**config.mk**
```make
export PLATFORM = sky130hd
export DESIGN_NAME = rr_grant_arbiter
export DESIGN_NICKNAME = d
export VERILOG_FILES = /design/src/rtl/rr_grant_arbiter_pkg.sv /design/src/rtl/rr_grant_arbiter_out_buf2.sv /design/src/rtl/rr_grant_arbiter.sv
export SDC_FILE = /design/constraint.sdc
export NUM_CORES = 1
export LEC_CHECK = 0
export CAP_MARGIN = 0
export CORE_MARGIN = 3
export CORE_UTILIZATION = 50
export CTS_CLUSTER_SIZE = 12
export DETAILED_ROUTE_END_ITERATION = 8
export PLACE_DENSITY_LB_ADDON = 0.08
export SETUP_SLACK_MARGIN = 0.2
export SLEW_MARGIN = 30
export SYNTH_ARGS = -nofsm -noshare
export SYNTH_HDL_FRONTEND = slang
export SYNTH_SLANG_ARGS = --single-unit
```
**constraint.sdc**
```tcl
create_clock -name CLK -period 5.6 [get_ports CLK]
set_clock_uncertainty 0.05 [all_clocks]
set_input_delay 0.56 -clock CLK [delete_from_list [all_inputs] [get_ports CLK]]
set_output_delay 0.56 -clock CLK [all_outputs]
set_load 0.02 [all_outputs]
```
**src/rtl/rr_grant_arbiter_pkg.sv**
```systemverilog
// Package shared by the round-robin grant arbiter slice.
//   arb_state_e : arbitration FSM states (free arbitration / holding an owner)
//   rr_pick_t   : result of a round-robin search (found flag + index)
//   rr_first    : first set request at or after a pointer, wrapping at n
// Requester count is limited to RR_MAX_N by the width of the search helper.
package rr_grant_arbiter_pkg;

  localparam int unsigned RR_MAX_N = 32;
  localparam int unsigned RR_IDX_W = 5;

  typedef enum logic {
    ST_ARB  = 1'b0,
    ST_HOLD = 1'b1
  } arb_state_e;

  typedef struct packed {
    logic                found;
    logic [RR_IDX_W-1:0] idx;
  } rr_pick_t;

  // Scan n requesters starting at ptr; ptr < n is assumed, so a single
  // subtraction is enough to wrap the candidate index.
  function automatic rr_pick_t rr_first(input logic [RR_MAX_N-1:0] req,
                                        input logic [RR_IDX_W-1:0] ptr,
                                        input int unsigned         n);
    rr_pick_t    pick;
    int unsigned k;
    pick = '0;
    for (int unsigned off = 0; off < RR_MAX_N; off++) begin
      k = 32'(ptr) + off;
      if (k >= n) k = k - n;
      if (off < n && !pick.found && req[k[RR_IDX_W-1:0]]) begin
        pick.found = 1'b1;
        pick.idx   = k[RR_IDX_W-1:0];
      end
    end
    return pick;
  endfunction

endpackage

```
**src/rtl/rr_grant_arbiter_out_buf2.sv**
```systemverilog
// Two-entry output FIFO with a valid/ready read side.
//   CLK, Reset   : clock, asynchronous active-low reset
//   i_Wr/i_WrData: write one entry (caller guarantees space)
//   o_Valid/o_Data/i_Ready : head of FIFO, popped when o_Valid && i_Ready
//   o_Occ        : current occupancy 0..2
// Simultaneous write and pop are allowed at any occupancy the caller permits.
module arb_out_buf2 #(
  parameter int unsigned DW = 8
) (
  input  logic          CLK,
  input  logic          Reset,
  input  logic          i_Wr,
  input  logic [DW-1:0] i_WrData,
  output logic          o_Valid,
  output logic [DW-1:0] o_Data,
  input  logic          i_Ready,
  output logic [1:0]    o_Occ
);

  logic [DW-1:0] mem [2];
  logic          wr_ptr;
  logic          rd_ptr;
  logic [1:0]    count;
  logic          pop;

  assign pop = o_Valid && i_Ready;

  always_ff @(posedge CLK or negedge Reset) begin
    if (!Reset) begin
      mem[0] <= '0;
      mem[1] <= '0;
      wr_ptr <= 1'b0;
      rd_ptr <= 1'b0;
      count  <= '0;
    end else begin
      if (i_Wr) begin
        mem[wr_ptr] <= i_WrData;
        wr_ptr      <= ~wr_ptr;
      end
      if (pop) rd_ptr <= ~rd_ptr;
      count <= count + {1'b0, i_Wr} - {1'b0, pop};
    end
  end

  assign o_Valid = (count != 2'd0);
  assign o_Data  = mem[rd_ptr];
  assign o_Occ   = count;

endmodule

```
**src/rtl/rr_grant_arbiter.sv**
```systemverilog
// Round-robin arbiter sharing one downstream stream between N bypass queues.
//   CLK, Reset : clock, asynchronous active-low reset
//   i_Req      : per-queue request (queue o_Grant)
//   i_Mask     : per-queue disable, treated as no request
//   i_Data     : per-queue data, slice k = [k*WIDTH +: WIDTH]
//   o_Grant    : one-hot/zero pop grant, combinational from i_Req
//   o_Valid/o_Data/o_Src/i_Ready : output buffer head stream
// A grant is only issued when a slot in the 2-entry output buffer is reserved
// for it; the granted queue's data is captured one cycle after the grant.
module rr_grant_arbiter
  import rr_grant_arbiter_pkg::*;
#(
  parameter int unsigned N        = 3,
  parameter int unsigned WIDTH    = 64,
  parameter int unsigned MAX_HOLD = 1
) (
  input  logic                 CLK,
  input  logic                 Reset,
  input  logic [N-1:0]         i_Req,
  input  logic [N-1:0]         i_Mask,
  input  logic [N*WIDTH-1:0]   i_Data,
  output logic [N-1:0]         o_Grant,
  output logic                 o_Valid,
  output logic [WIDTH-1:0]     o_Data,
  output logic [$clog2(N)-1:0] o_Src,
  input  logic                 i_Ready
);

  localparam int unsigned SRC_W  = $clog2(N);
  localparam int unsigned HOLD_W = $clog2(MAX_HOLD + 1);

  arb_state_e          state, state_n;
  logic [SRC_W-1:0]    ptr, ptr_n;
  logic [SRC_W-1:0]    owner, owner_n;
  logic [HOLD_W-1:0]   hold_cnt, hold_n;
  logic [SRC_W-1:0]    arb_ptr;
  logic [SRC_W-1:0]    gnt_idx;
  logic                gnt_vld;
  logic                do_arb;
  logic                cap_vld;
  logic [SRC_W-1:0]    cap_sel;
  logic [WIDTH-1:0]    cap_data;
  logic [N-1:0]        req_eff;
  logic [1:0]          occ;
  logic [2:0]          inflight;
  logic                pop;
  logic                allowed;
  rr_pick_t            pick;
  logic [SRC_W+WIDTH-1:0] buf_wdata;
  logic [SRC_W+WIDTH-1:0] buf_rdata;

  function automatic logic [SRC_W-1:0] wrap_inc(input logic [SRC_W-1:0] i);
    return (i == SRC_W'(N - 1)) ? '0 : i + 1'b1;
  endfunction

  assign req_eff = i_Req & ~i_Mask;
  assign pop     = o_Valid && i_Ready;

  // Entries buffered plus the one being captured, less the one leaving now.
  assign inflight = {1'b0, occ} + {2'b00, cap_vld} - {2'b00, pop};
  assign allowed  = Reset && (inflight < 3'd2);

  always_comb begin
    state_n = state;
    ptr_n   = ptr;
    owner_n = owner;
    hold_n  = hold_cnt;
    gnt_vld = 1'b0;
    gnt_idx = '0;
    do_arb  = 1'b0;
    arb_ptr = ptr;
    pick    = '0;
    if (allowed) begin
      unique case (state)
        ST_ARB: do_arb = 1'b1;
        ST_HOLD: begin
          if (req_eff[owner]) begin
            gnt_vld = 1'b1;
            gnt_idx = owner;
            hold_n  = hold_cnt + 1'b1;
            if (hold_cnt + 1'b1 == HOLD_W'(MAX_HOLD)) begin
              ptr_n   = wrap_inc(owner);
              state_n = ST_ARB;
            end
          end else begin
            // Owner dropped: release and arbitrate from owner+1 in this same cycle.
            arb_ptr = wrap_inc(owner);
            ptr_n   = arb_ptr;
            state_n = ST_ARB;
            do_arb  = 1'b1;
          end
        end
        default: ;
      endcase

      if (do_arb) begin
        pick = rr_first(RR_MAX_N'(req_eff), RR_IDX_W'(arb_ptr), N);
        if (pick.found) begin
          gnt_vld = 1'b1;
          // Narrow the package-width index back to SRC_W.
          for (int unsigned k = 0; k < N; k++)
            if (pick.idx == RR_IDX_W'(k)) gnt_idx = SRC_W'(k);
          owner_n = gnt_idx;
          hold_n  = HOLD_W'(1);
          if (MAX_HOLD == 1) begin
            ptr_n   = wrap_inc(gnt_idx);
            state_n = ST_ARB;
          end else begin
            state_n = ST_HOLD;
          end
        end
      end
    end
  end

  always_comb begin
    o_Grant = '0;
    for (int unsigned k = 0; k < N; k++)
      if (gnt_vld && gnt_idx == SRC_W'(k)) o_Grant[k] = 1'b1;
  end

  always_ff @(posedge CLK or negedge Reset) begin
    if (!Reset) begin
      state    <= ST_ARB;
      ptr      <= '0;
      owner    <= '0;
      hold_cnt <= '0;
      cap_vld  <= 1'b0;
      cap_sel  <= '0;
    end else begin
      state    <= state_n;
      ptr      <= ptr_n;
      owner    <= owner_n;
      hold_cnt <= hold_n;
      cap_vld  <= gnt_vld;
      cap_sel  <= gnt_idx;
    end
  end

  assign cap_data  = i_Data[cap_sel*WIDTH +: WIDTH];
  assign buf_wdata = {cap_sel, cap_data};

  arb_out_buf2 #(
    .DW(SRC_W + WIDTH)
  ) u_out_buf (
    .CLK     (CLK),
    .Reset   (Reset),
    .i_Wr    (cap_vld),
    .i_WrData(buf_wdata),
    .o_Valid (o_Valid),
    .o_Data  (buf_rdata),
    .i_Ready (i_Ready),
    .o_Occ   (occ)
  );

  assign o_Src  = buf_rdata[SRC_W+WIDTH-1 -: SRC_W];
  assign o_Data = buf_rdata[WIDTH-1:0];

endmodule
```
======== Yosys cells after proc, flatten, opt, wreduce, memory -nomap -nowiden ========
Index checks and enable logic that the tools add are counted.
word-level totals
  output and inout port bits .............. 70
  logic and storage cells ................. 135
  flip-flop bits (word level) ............. 145
cells by class
  muxes and demuxes ....................... 73
  order comparisons ....................... 11
  $add $sub $neg .......................... 12
  shifts and indexed selects .............. 1
  equal/unequal tests ..................... 6
  bitwise operators ....................... 7
  reductions and logical operators ........ 14
operator list
  kind                 count
  $mux 66              4
  $shiftx 192x9->64    1
  $bwmux 132           1
  $demux 66 s1         1
  $mux 6               9
  $mux 5               9
  $mux 2               21
  $mux 1               23
  $lt 5x6->1 const B   3
  $bmux 1 s5           3
  $logic_and 1x1->1    8
  $sub 3x2->4 const B  2
  $eq 2x2->1 const B   3
  $ge 2x2->1 const B   3
  $ge 3x2->1 const B   2
  $eq 5x1->1 const B   1
  $eq 5x2->1 const B   1
  $logic_not 5->1      1
  $add 2x1->2 const B  2
  $not 1->2            2
  $add 2x1->3          1
  $add 2x1->3 const B  1
  $add 2x2->3 const B  1
  $and 3x3->3          1
  17 further kinds     20

======== Logic depth before layout (Yosys ltp) ========
Gate-level depths: netlist of the first run.
  depth after elaboration ................. 39
  depth in mapped cells ................... 13
  depth with buffers taken out ............ 13

======== Cells and area by module ========
Synthesis of the first run repeated with hierarchy kept, for this count alone.
second synthesis, totals
  cells, all modules ...................... 687
  area, all modules ....................... 8122.8 µm²
modules (own cells, without submodules)
  module            sequential area each (µm²)  area an instance (µm²)  cells each  instances
  arb_out_buf2      3403.3                      5886.9                  367         1
  rr_grant_arbiter  225.2                       2235.9                  320         1

======== Worst setup path before layout of the first run ========
OpenSTA, ideal clock, no wires.
  path type ............................... input -> output
  start point ............................. input port i_Mask[1]
  end point ............................... output port o_Grant[0]
  stages .................................. 11
  buffers on the path ..................... 0
  setup slack ............................. 1644 ps
  arrival ................................. 3346 ps
  data required time ...................... 4990 ps
  cells stage by stage .................... and2b_2 a221oi_2 nand2_1 a32o_1 ha_1 or4b_1 a32oi_1 nor3_1 a21boi_1 nor4b_2 o21a_1
between the ends
  longest elaborated chain between the ends .. 39
  elaborated cells on any way between the ends .. 68
  classes of those cells .................. 5 x add/sub; 3 x order compare; 2 x eq/ne; 49 x mux; 2 x bitwise; 7 x reduce/logical
ends and longest elaborated chain
  what                                              line                        text
  start: declaration                                rr_grant_arbiter.sv:20      input logic [N-1:0] i_Mask,
  $not 3->3 (*)                                     rr_grant_arbiter.sv:56      assign req_eff = i_Req & ~i_Mask;
  $and 3x3->3 (*)                                   rr_grant_arbiter.sv:56
  $bmux 1 s2                                        rr_grant_arbiter.sv:77      if (req_eff[owner]) begin
  $mux 1 (implied by the code)                      rr_grant_arbiter.sv:77
  $mux 2                                            rr_grant_arbiter.sv:77
  $mux 2                                            rr_grant_arbiter.sv:74      unique case (state)
  $mux 2                                            rr_grant_arbiter.sv:73      if (allowed) begin
  $sub 2x2->3 / $ge 2x2->1 (equally long branches)  rr_grant_arbiter_pkg.sv:31  if (k >= n) k = k - n;
  [... 23 more ...]                                 --
  $mux 2                                            rr_grant_arbiter.sv:96      if (do_arb) begin
  $mux 2                                            rr_grant_arbiter.sv:73
  $mux 2                                            rr_grant_arbiter.sv:98      if (pick.found) begin
  $mux 2                                            rr_grant_arbiter.sv:96
  $mux 2                                            rr_grant_arbiter.sv:73
  $logic_not 2->1                                   rr_grant_arbiter.sv:119     if (gnt_vld && gnt_idx == SRC_W'(k)) o_Grant[k] = 1'b1;
  $logic_and 1x1->1 (*)                             rr_grant_arbiter.sv:119
  $mux 1 (*)                                        rr_grant_arbiter.sv:119
  end: declaration                                  rr_grant_arbiter.sv:22      output logic [N-1:0] o_Grant,
Every way passes the cells marked *; elsewhere a longest branch is shown, timed or not. The select of a mux whose other input is x is not followed.

======== Final worst setup path of the first run ========
  start point ............................. input port i_Req[2]
  end point ............................... output port o_Grant[1]
between the ends
  longest elaborated chain between the ends .. 38
  elaborated cells on any way between the ends .. 67
  classes of those cells .................. 5 x add/sub; 3 x order compare; 3 x eq/ne; 49 x mux; 1 x bitwise; 6 x reduce/logical
ends and longest elaborated chain
  what                                              line                        text
  start: declaration                                rr_grant_arbiter.sv:19      input logic [N-1:0] i_Req,
  $and 3x3->3 (*)                                   rr_grant_arbiter.sv:56
  $bmux 1 s2                                        rr_grant_arbiter.sv:77
  $mux 1 (implied by the code)                      rr_grant_arbiter.sv:77
  $mux 2                                            rr_grant_arbiter.sv:77
  $mux 2                                            rr_grant_arbiter.sv:74
  $mux 2                                            rr_grant_arbiter.sv:73
  $sub 2x2->3 / $ge 2x2->1 (equally long branches)  rr_grant_arbiter_pkg.sv:31
  $mux 5                                            rr_grant_arbiter_pkg.sv:31
  [... 22 more ...]                                 --
  $mux 2                                            rr_grant_arbiter.sv:96
  $mux 2                                            rr_grant_arbiter.sv:73
  $mux 2                                            rr_grant_arbiter.sv:98
  $mux 2                                            rr_grant_arbiter.sv:96
  $mux 2                                            rr_grant_arbiter.sv:73
  $eq 2x1->1                                        rr_grant_arbiter.sv:119
  $logic_and 1x1->1 (*)                             rr_grant_arbiter.sv:119
  $mux 1 (*)                                        rr_grant_arbiter.sv:119
Marks and branches as above.

==> flow_summary.toml, run 1 <==
[global_route]
grt_pass1_vias = 6610
grt_overflow_total = 0
grt_pass1_wl_um = 32800
grt_usage_pct = 24.4
grt_start_max_net_pins = 79
antenna_found_initial = 0

[sta]
finalHoldViolations = 0
period_minus_slack_ns = 5.07
max-slew-margin-rel_pct = 43.1
slew_violations = 0
worst_slack_ns = 0.532
fin_crit_sh_pct = 90.5
worst_pin_slew_ns = 0.854
grt_setup_unrepaired = "false"
whs_ns = 0.123
tns_ns = 0
clock.fmax_mhz = 197
setup_viol = 0

[place]
hpwlAfterDp_um = 14600
numPortBuffers = 270
dp_slack_ns = 0.282
routabilityCongestion = 0.846
placed_area_um2 = 10600

[route]
drt-vias-per-instance = 5.39
wl_met1_um = 8440
ant_nets = 0
highest_layer = "met4"
routedWlPerCell_um = 16.9
dr_wl_met3_um = 1630
dr.pass1.iters = 5
vias = 6795
postRouteWirelength_um = 21300
drtIter0Drc = 434
dr_wl_met2_um = 10800
drc = 0

[floorplan]
rows = 44
die_h_um = 131
start_util_pct = 52.4
io_pins = 271
dieWidth_um = 131
core_um2 = 14900
die_area_um2 = 17100

[hold_path]
hold_path.class = "in2async"

[layout]
n_antenna_cell = 0
final_util_pct = 75.6
design_area_um2 = 11200
drive_gt1_share_pct = 12.5
nets = 1274
area.growth.synth_to_final_pct = 44.3

[worst_setup_path]
crit_path_start_kind = "input port"
rr_worst_depth = 12
cp_data_required_time_ns = 4.99
worstSetupStartpoint = "i_Req[2]"
critPathKind = "in2out"
reg2reg_slack_ns = 1.95
worstPathArrival_ns = 4.46
cp_max_fo = 8
reg2reg_from = "owner[1]"
crit_path_end_kind = "output pin"
worstSetupEndpoint = "o_Grant[1]"
r2r-end = "ptr[0]"

[clock_network]
cts_tree = "built"
cts_made_buffers = 17
cts_setup_buffers = 0
clk_path_buf_depth = 2
clkLatencyLatePin_ns = 0.42
clock-sinks = 145
cts_htree_levels = 4
clkSlewWorstSetupHoldPaths_ns = 0.06
cts_root_buf = "clkbuf_16"

[synth]
syn_avg_cell_area_um2 = 9.40
postSynthRegisterBits = 145
synth_warnings = 0
synth_enable_flop_cells = 0
syn-num-nets = 1038
syn_inst = 828
ys.flop_type = "dfrtp_1"
async_reset_ff_share_pct = 100
synth_seq_area_share_pct = 46.6
synth_cell_types = 55
netlist_area_um2 = 7780

[flow_run]
maxCapViolCount = 0

[power]
power_density_nw_per_um2 = 544
cellLeakagePower_uw = 0.00455
irDropWorstVdd_mv = 0.318

[outcome]
outcome = "finished clean"
[through the flow]
stage | std cells | total power, uW
after floorplan | 828 | 3640
after global routing | 1261 | 6510
after detailed placement | 1229 | 4880
after CTS | 1261 | 6140
final | 1261 | 6110
after global placement | 1229 | 4800
[cell usage in the layout (no fill, tap or decap), types with 3 or more instances in the layout]
| cell type | instances |
|---|---|
| clkdlybuf4s50_1 | 268 |
| dfrtp_1 | 142 |
| a21oi_1 | 138 |
| nor2_1 | 130 |
| nand2_1 | 73 |
| mux2_2 | 70 |
| o21ai_0 | 67 |
| mux2i_1 | 65 |
| clkbuf_16 | 17 |
| inv_1 | 8 |
| ha_1 | 7 |
| nand2b_1 | 5 |
| buf_4 | 5 |
| clkbuf_8 | 4 |
| bufinv_16 | 4 |
| clkinv_2 | 4 |
| and2_1 | 3 |
| buf_6 | 3 |
[worst max-delay path, cell delays in order]
cell and delay [ns]:
clkdlybuf4s50_1 0.55, nor3b_1 0.48, a221oi_4 0.13, nand2_1 0.11, a32o_1 0.20, inv_1 0.09, ha_1 0.32, and3b_1 0.23
a41o_2 0.25, a311oi_4 0.38, a31o_2 0.26, nand2_1 0.08, a21oi_1 0.17, clkdlybuf4s50_1 0.64
[Yosys cell counts (all sizes together) (2+ instances only)]
cell / number / area (um^2)
nor3: 2 / 10.0
nand2b: 6 / 37.5
mux2: 71 / 803
a21boi: 2 / 15.0
or4bb: 2 / 22.5
nor3b: 2 / 15.0
nor4b: 4 / 47.6
nand3b: 2 / 15.0
and2: 5 / 32.5
inv: 9 / 33.8
o21a: 2 / 15.0
buf: 19 / 76.3
dfrtp: 145 / 3630
a311oi: 2 / 35.0
nand3: 2 / 10.0
nor2: 130 / 488
o21ai: 69 / 345
ha: 8 / 100
mux2i: 65 / 651
a21oi: 138 / 691
xor2: 2 / 17.5
nand2: 74 / 280
nor2b: 4 / 27.5
clkbuf: 41 / 154
[sequential cells by signal (all words and copies together), names as in the netlist]
signal,flops
u_out_buf.rd_ptr,1
cap_sel,2
u_out_buf.o_Occ,2
owner,2
ptr,2
hold_cnt,1
u_out_buf.wr_ptr,1
state,1
u_out_buf.mem,132
cap_vld,1
[power breakdown]
group	switching, uW	internal (uW)	total, uW	leakage, uW
logic	1570	1490	3060	0.00260
clock network	425	790	1210	0.000312
registers	311	1520	1830	0.00164
total	2310	3800	6110	0.00455
[layout make-up]
cell class	instances	area, um^2
Multi-Input combinational cell	614	3930
Sequential cell	145	3630
Fill cell	1122	3630
Timing Repair Buffer	277	2770
Clock buffer	22	484
Tap cell	184	230
Clock inverter	10	155
Inverter	9	33.8
[logic make-up (layout without fill, tap and decap cells)]
logic type / Yosys count / count (layout) / synth area share [%]
mux: 136 / 136 / 18.7
simple gates: 241 / 241 / 13.5
buf+inv: 69 / 318 / 3.39
compound gates: 225 / 225 / 15.9
flops: 145 / 145 / 46.6
xor+xnor: 3 / 3 / 0.338
fa+ha+maj: 9 / 9 / 1.54
[worst min-delay path by stage]
stage	from	end	slack [ns]	cells past startpoint
2_1_floorplan	Reset	cap_sel[0]	0.21	0
3_3_place_gp	u_out_buf.mem[110]	u_out_buf.mem[110]	0.41	2
3_5_place_dp	u_out_buf.mem[81]	u_out_buf.mem[81]	0.42	2
4_1_cts	Reset	u_out_buf.mem[131]	0.13	1
5_1_grt	Reset	u_out_buf.mem[131]	0.15	1
6_report	Reset	u_out_buf.mem[131]	0.12	1
[metal layers]
metal | up-vias | global-route usage (%)
li1 | 3348 | -
met1 | 3211 | 29.1
met2 | 205 | 43.0
met3 | 31 | 6.95
met4 | 0 | 7.62
met5 | - | 0
[repair_timing]
action,in CTS,in global routing
hold buffers,0,0
setup endpoints to repair,0,1
gates resized for setup,0,4
Power figures use the tool's default switching activity.
==> inputs of run 2 (changes only) <==
- CORE_MARGIN: 3 -> 10
==> flow_summary.toml, run 2 (synthesis results as in run 1) <==
[global_route]
use_met3_pct = 6.84
antenna_found_initial = 0
grt_usage_pct = 20.9
grt_pass1_vias = 6792
met1_usage_pct = 24.9
grt_pass1_wl_um = 34800
met2_usage_pct = 35.2
grt_overflow_total = 0
grt-busiest-layer = "met2"
grt_start_max_net_pins = 88

[layout]
largest_reg_flops = 132
final_common_cell = "clkdlybuf4s50_1"
area.growth.synth_to_final_pct = 43.8
layout.cells.non_filler = 1265
drive_gt1_share_pct = 12.4
nets = 1274
final_cell_mix = "clkdlybuf4s50_1, dfrtp_1, a21oi_1"
n_antenna_cell = 0
top_register = "u_out_buf.mem"

[floorplan]
io_pins = 271
die_area_um2 = 21000
start_util_pct = 51.2
die_h_um = 145
core_um2 = 15200
dieWidth_um = 145
rows = 45

[power]
power_density_nw_per_um2 = 539
p_sw_share_pct = 37.9
cellLeakagePower_uw = 0.00453
intPower_uw = 3740
p_total_uw = 6030
p_sw_uw = 2290
irDropWorstVdd_mv = 0.313
clkPwrFrac_pct = 19.0
power_frac_seq_pct = 30.8
p_comb_share_pct = 50.2

[sta]
worst_pin_slew_ns = 0.745
clock.fmax_mhz = 194
setup_viol = 0
tns_ns = 0
finalHoldViolations = 0
grt_setup_unrepaired = "false"
max-slew-margin-rel_pct = 50.4
fin_crit_sh_pct = 92.3
period_minus_slack_ns = 5.17
slew_violations = 0

[worst_setup_path]
crit_path_start_kind = "input port"
crit_path_end_kind = "output pin"
slowest_stage = "clkdlybuf4s50_1"
max_stage_delay_ns = 0.65
rr_worst_depth = 11
r2r-end = "ptr[0]"
critPathKind = "in2out"
worstPathArrival_ns = 4.56
reg2reg_slack_ns = 1.97
reg2reg_from = "owner[0]"
path_cells = "clkdlybuf4s50_1 -> and2b_2 -> a221oi_2 -> nand2_1 -> a32o_1 -> ha_2 -> or4bb_1 -> o31ai_1 -> a31o_2 -> nand2_1 -> a21oi_1 -> clkdlybuf4s50_1"
cp_max_fo = 9
cp_data_required_time_ns = 4.99

[hold_path]
hold_path.class = "in2async"

[clock_network]
cts_tree = "built"
clkLatencyLatePin_ns = 0.41
ctsHoldBuffers = 0
cts_root_buf = "clkbuf_16"
clock-sinks = 145
clkSlewWorstSetupHoldPaths_ns = 0.06
cts_htree_levels = 4
clk_path_buf_depth = 2
cts_made_buffers = 17

[route]
drtIter0Drc = 241
dr.pass1.iters = 5
drt-vias-per-instance = 5.30
postRouteWirelength_um = 22400
ant_nets = 0
vias = 6707
routedWlPerCell_um = 17.7
drc = 0

[place]
dp.cells = 1233
numPortBuffers = 270
routabilityCongestion = 0.841
hpwlAfterDp_um = 16400

[flow_run]
maxCapViolCount = 0

[outcome]
outcome = "finished clean"
[run 2: how the worst max path moves through the flow]
stage / startpoint / endpoint / slack, ns / depth (start not counted)
global placement: i_Mask[1] / o_Grant[0] / 0.34 / 13
floorplan: i_Mask[1] / o_Grant[0] / 1.64 / 11
CTS: i_Mask[1] / o_Grant[0] / 0.24 / 13
detailed placement: i_Mask[1] / o_Grant[0] / 0.26 / 13
global route: i_Mask[1] / o_Grant[1] / 0.27 / 12
finish: i_Mask[1] / o_Grant[1] / 0.43 / 12
[run 2: timing repair]
action / 4_1_cts / 5_1_grt
endpoints found under the setup margin: 0 / 1
buffers inserted: 0 / 0
gates resized for setup: 0 / 3
[run 2: power groups by stage]
stage | Combinational [uW] | Sequential [uW] | Clock, uW
after floorplan | 1940 | 1710 | 0
after global placement | 2990 | 1850 | 0
after detailed placement | 3040 | 1870 | 0
after CTS | 3060 | 1850 | 1170
after global routing | 3310 | 1920 | 1210
final | 3030 | 1860 | 1150
[run 2: stage by stage]
step / utilization (%) / hold slack, ns / setup slack (ns) / instance area (um^2)
floorplan: - / 0.214 / 1.64 / 7780
global placement: 69.5 / 0.407 / 0.336 / 10600
detailed placement: 69.5 / 0.416 / 0.258 / 10600
CTS: 73.5 / 0.114 / 0.244 / 11200
global route: 73.6 / 0.132 / 0.274 / 11200
finish: 73.6 / 0.0863 / 0.433 / 11200
[run 2: routing by layer]
metal,up-vias,wire length (um),share of wire (%)
met5,-,0,0
met4,0,200,0.89
met3,17,1710,7.6
met2,171,11300,51
met1,3179,9160,41
li1,3340,-,-
[run 2: critical path, delay by kind of cell]
kind,cells,cell delay [ns]
compound gates,5,1.38
fa+ha+maj,1,0.43
simple gates,4,1.02
buf+inv,2,1.17
[run 2: final cells by class]
cell class | count | area [um^2]
Timing Repair Buffer | 277 | 2760
Inverter | 9 | 33.8
Clock buffer | 22 | 474
Tap cell | 188 | 235
Multi-Input combinational cell | 614 | 3920
Clock inverter | 10 | 133
Sequential cell | 145 | 3640
Fill cell | 1201 | 4010
==> inputs of run 3 (changes only) <==
- SKIP_LAST_GASP: not set -> 1
==> results of run 3 <==
The final DEF is identical to that of run 2; final timing and power are the same.
